[src/rtl/slave_burst_sequencer.sv]
// Burst sequencer: accepts one master transaction at a time and walks the memory controller
// through an address phase, one or more data beats, and a single-cycle completion phase.
module slave_burst_sequencer #(
    parameter int unsigned ADDR_WIDTH = 16
) (
    input  logic                  Clk,
    input  logic                  Rst,
    input  logic                  Req,
    input  logic [ADDR_WIDTH-1:0] Addr,
    input  logic [3:0]            Burst,
    input  logic [1:0]            Size,
    input  logic                  Write,
    input  logic                  MemReady,
    output logic [8:0]            Control,
    output logic                  En,
    output logic [ADDR_WIDTH-1:0] MemAddr,
    output logic                  Ack,
    output logic                  BeatDone,
    output logic                  Done,
    output logic                  Busy
);

    typedef enum logic [1:0] {
        StIdle = 2'b00,
        StAddr = 2'b01,
        StData = 2'b10,
        StDone = 2'b11
    } state_e;

    state_e                state_q, state_d;
    logic [3:0]            remaining_q, remaining_d;
    logic [1:0]            size_q, size_d;
    logic                  write_q, write_d;
    logic [ADDR_WIDTH-1:0] addr_q, addr_d;
    logic [ADDR_WIDTH-1:0] step;
    logic                  beat;

    // Beat stride in bytes; wraps modulo 2^ADDR_WIDTH through plain truncating addition.
    assign step = ADDR_WIDTH'(1) << size_q;
    assign beat = (state_q == StData) && MemReady;

    // State and latched transaction fields; synchronous reset clears everything.
    always_ff @(posedge Clk) begin
        if (Rst) begin
            state_q     <= StIdle;
            remaining_q <= '0;
            size_q      <= '0;
            write_q     <= 1'b0;
            addr_q      <= '0;
        end else begin
            state_q     <= state_d;
            remaining_q <= remaining_d;
            size_q      <= size_d;
            write_q     <= write_d;
            addr_q      <= addr_d;
        end
    end

    // Next-state logic: Req is only looked at in idle, MemReady only in the data phase.
    always_comb begin
        state_d     = state_q;
        remaining_d = remaining_q;
        size_d      = size_q;
        write_d     = write_q;
        addr_d      = addr_q;
        unique case (state_q)
            StIdle: begin
                if (Req) begin
                    state_d     = StAddr;
                    remaining_d = Burst;
                    size_d      = Size;
                    write_d     = Write;
                    addr_d      = Addr;
                end
            end
            StAddr: state_d = StData;
            StData: begin
                if (beat) begin
                    if (remaining_q == 4'd0) begin
                        // Last beat: address stays on the final beat.
                        state_d = StDone;
                    end else begin
                        remaining_d = remaining_q - 4'd1;
                        addr_d      = addr_q + step;
                    end
                end
            end
            StDone: state_d = StIdle;
            default: state_d = StIdle;
        endcase
    end

    // Outputs decoded from the current state and latched fields.
    always_comb begin
        Control  = {state_q, remaining_q, size_q, write_q};
        MemAddr  = addr_q;
        En       = (state_q == StAddr) || (state_q == StData);
        Ack      = (state_q == StAddr);
        BeatDone = beat;
        Done     = (state_q == StDone);
        Busy     = (state_q != StIdle);
    end

endmodule
[config.mk]
export PLATFORM = sky130hd
export DESIGN_NAME = slave_burst_sequencer
export DESIGN_NICKNAME = d
export VERILOG_FILES = /design/src/rtl/slave_burst_sequencer.sv
export SDC_FILE = /design/constraint.sdc
export NUM_CORES = 1
export LEC_CHECK = 0
export CAP_MARGIN = 20
export CORE_ASPECT_RATIO = 0.7
export CORE_UTILIZATION = 48
export DETAILED_ROUTE_END_ITERATION = 10
export PLACE_DENSITY_LB_ADDON = 0.2
export SLEW_MARGIN = 20
export SYNTH_ARGS = -nofsm -noshare
export SYNTH_HDL_FRONTEND = slang
export SYNTH_SLANG_ARGS = --single-unit
export TNS_END_PERCENT = 100
[constraint.sdc]
create_clock -name Clk -period 5.92 [get_ports Clk]
set_input_delay 1.184 -clock Clk [delete_from_list [all_inputs] [get_ports Clk]]
set_output_delay 1.184 -clock Clk [all_outputs]
set_load 0.01 [all_outputs]
==> flow_summary.yaml <==
synth:
  synth_area_leaders: "dfxtp_1, ha_1, a21oi_1, nand2_1, nor2_1"
  yosysTopAreaCell: "dfxtp_1"
  synthFlopType: "dfxtp_1"
  synth.cell_area_um2: 1622
  synth_edf_count: 0
  synth-seq-cells: 25
  ys_seq_area_frac: 0.3086
  synth_top_area_share: 0.3086
  yosys_warnings: 0
  syn_nets: 241
  yosys-top-cells-count: "dfxtp_1, a21oi_1, nand2_1"
  synth_cell_types: 45
  async_flop_share: 0
  yosysMostFrequentCell: "dfxtp_1"
  synthCells: 204
  avgSynthCellArea_um2: 7.949
worst_setup_path:
  cp.required_ps: 4740
  critPathBufInv: 2
  cpMaxStageDelayCell: "clkdlybuf4s50_1"
  cpLargestDelayFamily: "buffers and inverters"
  path_cells: "clkdlybuf4s50_1 > and2_1 > clkdlybuf4s50_1"
  cp_common_cell: "clkdlybuf4s50_1"
  worst-path-max-fanout: 3
  crit_arrival_ps: 2380
  critical-path-max-stage-delay_ps: 540
  worstSetupEndpointType: "primary output"
  reg2reg_setup_slack_ps: 2840
  worstSetupStartpointType: "input pin"
  criticalPathCategory: "in -> out"
route:
  routedWlPerCell_um: 15.04
  vias: 1712
  drt_first_pass_iters: 4
  viasPerCell: 5.863
  detail_route.iter0.violations: 127
  ant_nets: 0
  wirelength_um: 4392
  route.detailed.drc: 0
global_routing:
  grt_pass1_vias: 1519
  grt_max_degree: 29
  overflow: 0
  grt.total_usage: 0.2501
  grt_pass1_wl_um: 7093
  antenna_found_initial: 0
finish:
  fin_util: 0.6980
  fin_area_um2: 2227
  post_route_cells_drive_above_1_share: 0.02362
  diodes: 0
  syn_to_final_growth_pct: 37.35
  fin_nets: 292
  fill_cells: 279
timing:
  worst_slew_pin_slew_ps: 1023
  rsz0062_at_grt: "no"
  maxSlewHeadroom: 0.3158
  clock-skew-final_ps: 11.27
  finalHoldViolCount: 0
  fmax_mhz: 280.8
  fin_crit_sh: 0.6015
  setup_tns_ps: 0
  holdWs_ps: 469.1
  finalSetupViolCount: 0
  drv_slew: 0
  period_minus_slack_ps: 3561
cts:
  post_cts_buffers: 0
  htreeDepth: 1
  clkSlewWorstSetupHoldPaths_ps: 100
  cts_resized: 0
  hold_buffers: 0
  root_buffer: "clkbuf_8"
  cts_tree: "done"
  insertion_delay_ps: 280
  numCtsBuffers: 3
  cts_sinks: 25
  clock_path_buffers: 2
power:
  pwr_density_cell_nw_per_um2: 492.0
  p_total_mw: 1.096
  leakage_nw: 0.8314
  ir_drop_uv: 338.0
placement:
  portBuffers: 56
  dp_hpwl_um: 3145
  gp_congestion: 0.8067
  place_area_um2: 2181
floorplanning:
  io-pin-count: 57
  coreArea_um2: 3191
  dieArea_um2: 3619
  fp-row-count: 17
  die_w_um: 71.47
  die_height_um: 50.63
  start_util: 0.5082
status:
  status: "finished clean"
run:
  cap_violations: 0
hold_path:
  min_path_type: "reg -> reg"
-- per-layer routing --
metal | share of wire | vias up | GRT usage | routed length (µm)
li1 | - | 869 | - | -
met1 | 0.51 | 787 | 0.3514 | 2228
met2 | 0.43 | 48 | 0.3873 | 1875
met3 | 0.046 | 8 | 0.04217 | 203
met4 | 0.020 | 0 | 0.08824 | 86
met5 | 0 | - | 0 | 0
-- cells by family (layout without fill, tap and decap cells) --
family                   count (synthesis)  after routing  share of synthesized area
flip-flops                              25             25                     0.3086
AO/OA/AOI/OAI                           71             71                     0.2816
buffers and inverters                   19             69                    0.05324
XOR/XNOR                                 2              2                    0.01080
adder cells (fa/ha/maj)                 10             10                    0.08179
AND/OR/NAND/NOR                         72             72                     0.2330
multiplexers                             5              5                    0.03087
-- layout by cell type, fill, tap and decap left out, types with 3 or more instances in the layout --
cell / n
a211o_1: 3
a211oi_1: 6
a21o_1: 3
a21oi_1: 22
a22oi_1: 6
a31oi_1: 5
clkbuf_8: 3
clkdlybuf4s50_1: 56
dfxtp_1: 25
ha_1: 9
inv_1: 8
mux2i_1: 5
nand2_1: 16
nand3_1: 10
nand4_1: 6
nor2_1: 14
nor2b_1: 5
nor3_1: 3
o211ai_1: 4
o21ai_0: 10
o22ai_1: 3
-- layout make-up --
class	count	area (µm²)	share of cell area
clock buffers	3	41.29	0.01854
inverters	8	30.03	0.01348
well taps	38	47.55	0.02135
clock inverters	1	5.005	0.002247
repair buffers	57	568.0	0.2551
multi-input cells	160	1035	0.4646
flip-flops and latches	25	500.5	0.2247
-- where the power goes --
part	internal, mW	leakage (nW)	switching, mW
Sequential	0.232	0.206	0.0866
Clock	0.0472	0.0255	0.0584
Combinational	0.319	0.600	0.353
-- flip-flops by register name (all words and copies together) (netlist names) --
name and cells:
size_q 2, state_q 2, write_q 1, remaining_q 4, MemAddr 16
-- worst paths after layout --
check	from	depth (start not counted)	to
worst max-delay path	MemReady	3	BeatDone
worst min-delay path	write_q	2	write_q
worst max register to register	state_q[0]	8	MemAddr[11]
worst min register to register	write_q	2	write_q
-- worst min-delay path: stages, from the launching register on --
cell and delay [ps]:
dfxtp_1 320, nand2_1 50, a21oi_1 50
-- through the flow --
stage,std cells,worst slack [ps]
2_1_floorplan,204,3379
3_3_place_gp,288,2376
3_5_place_dp,288,2357
4_1_cts,292,2355
5_1_grt,292,2214
6_report,292,2359
Note: power is estimated with default switching activity, not from simulation.
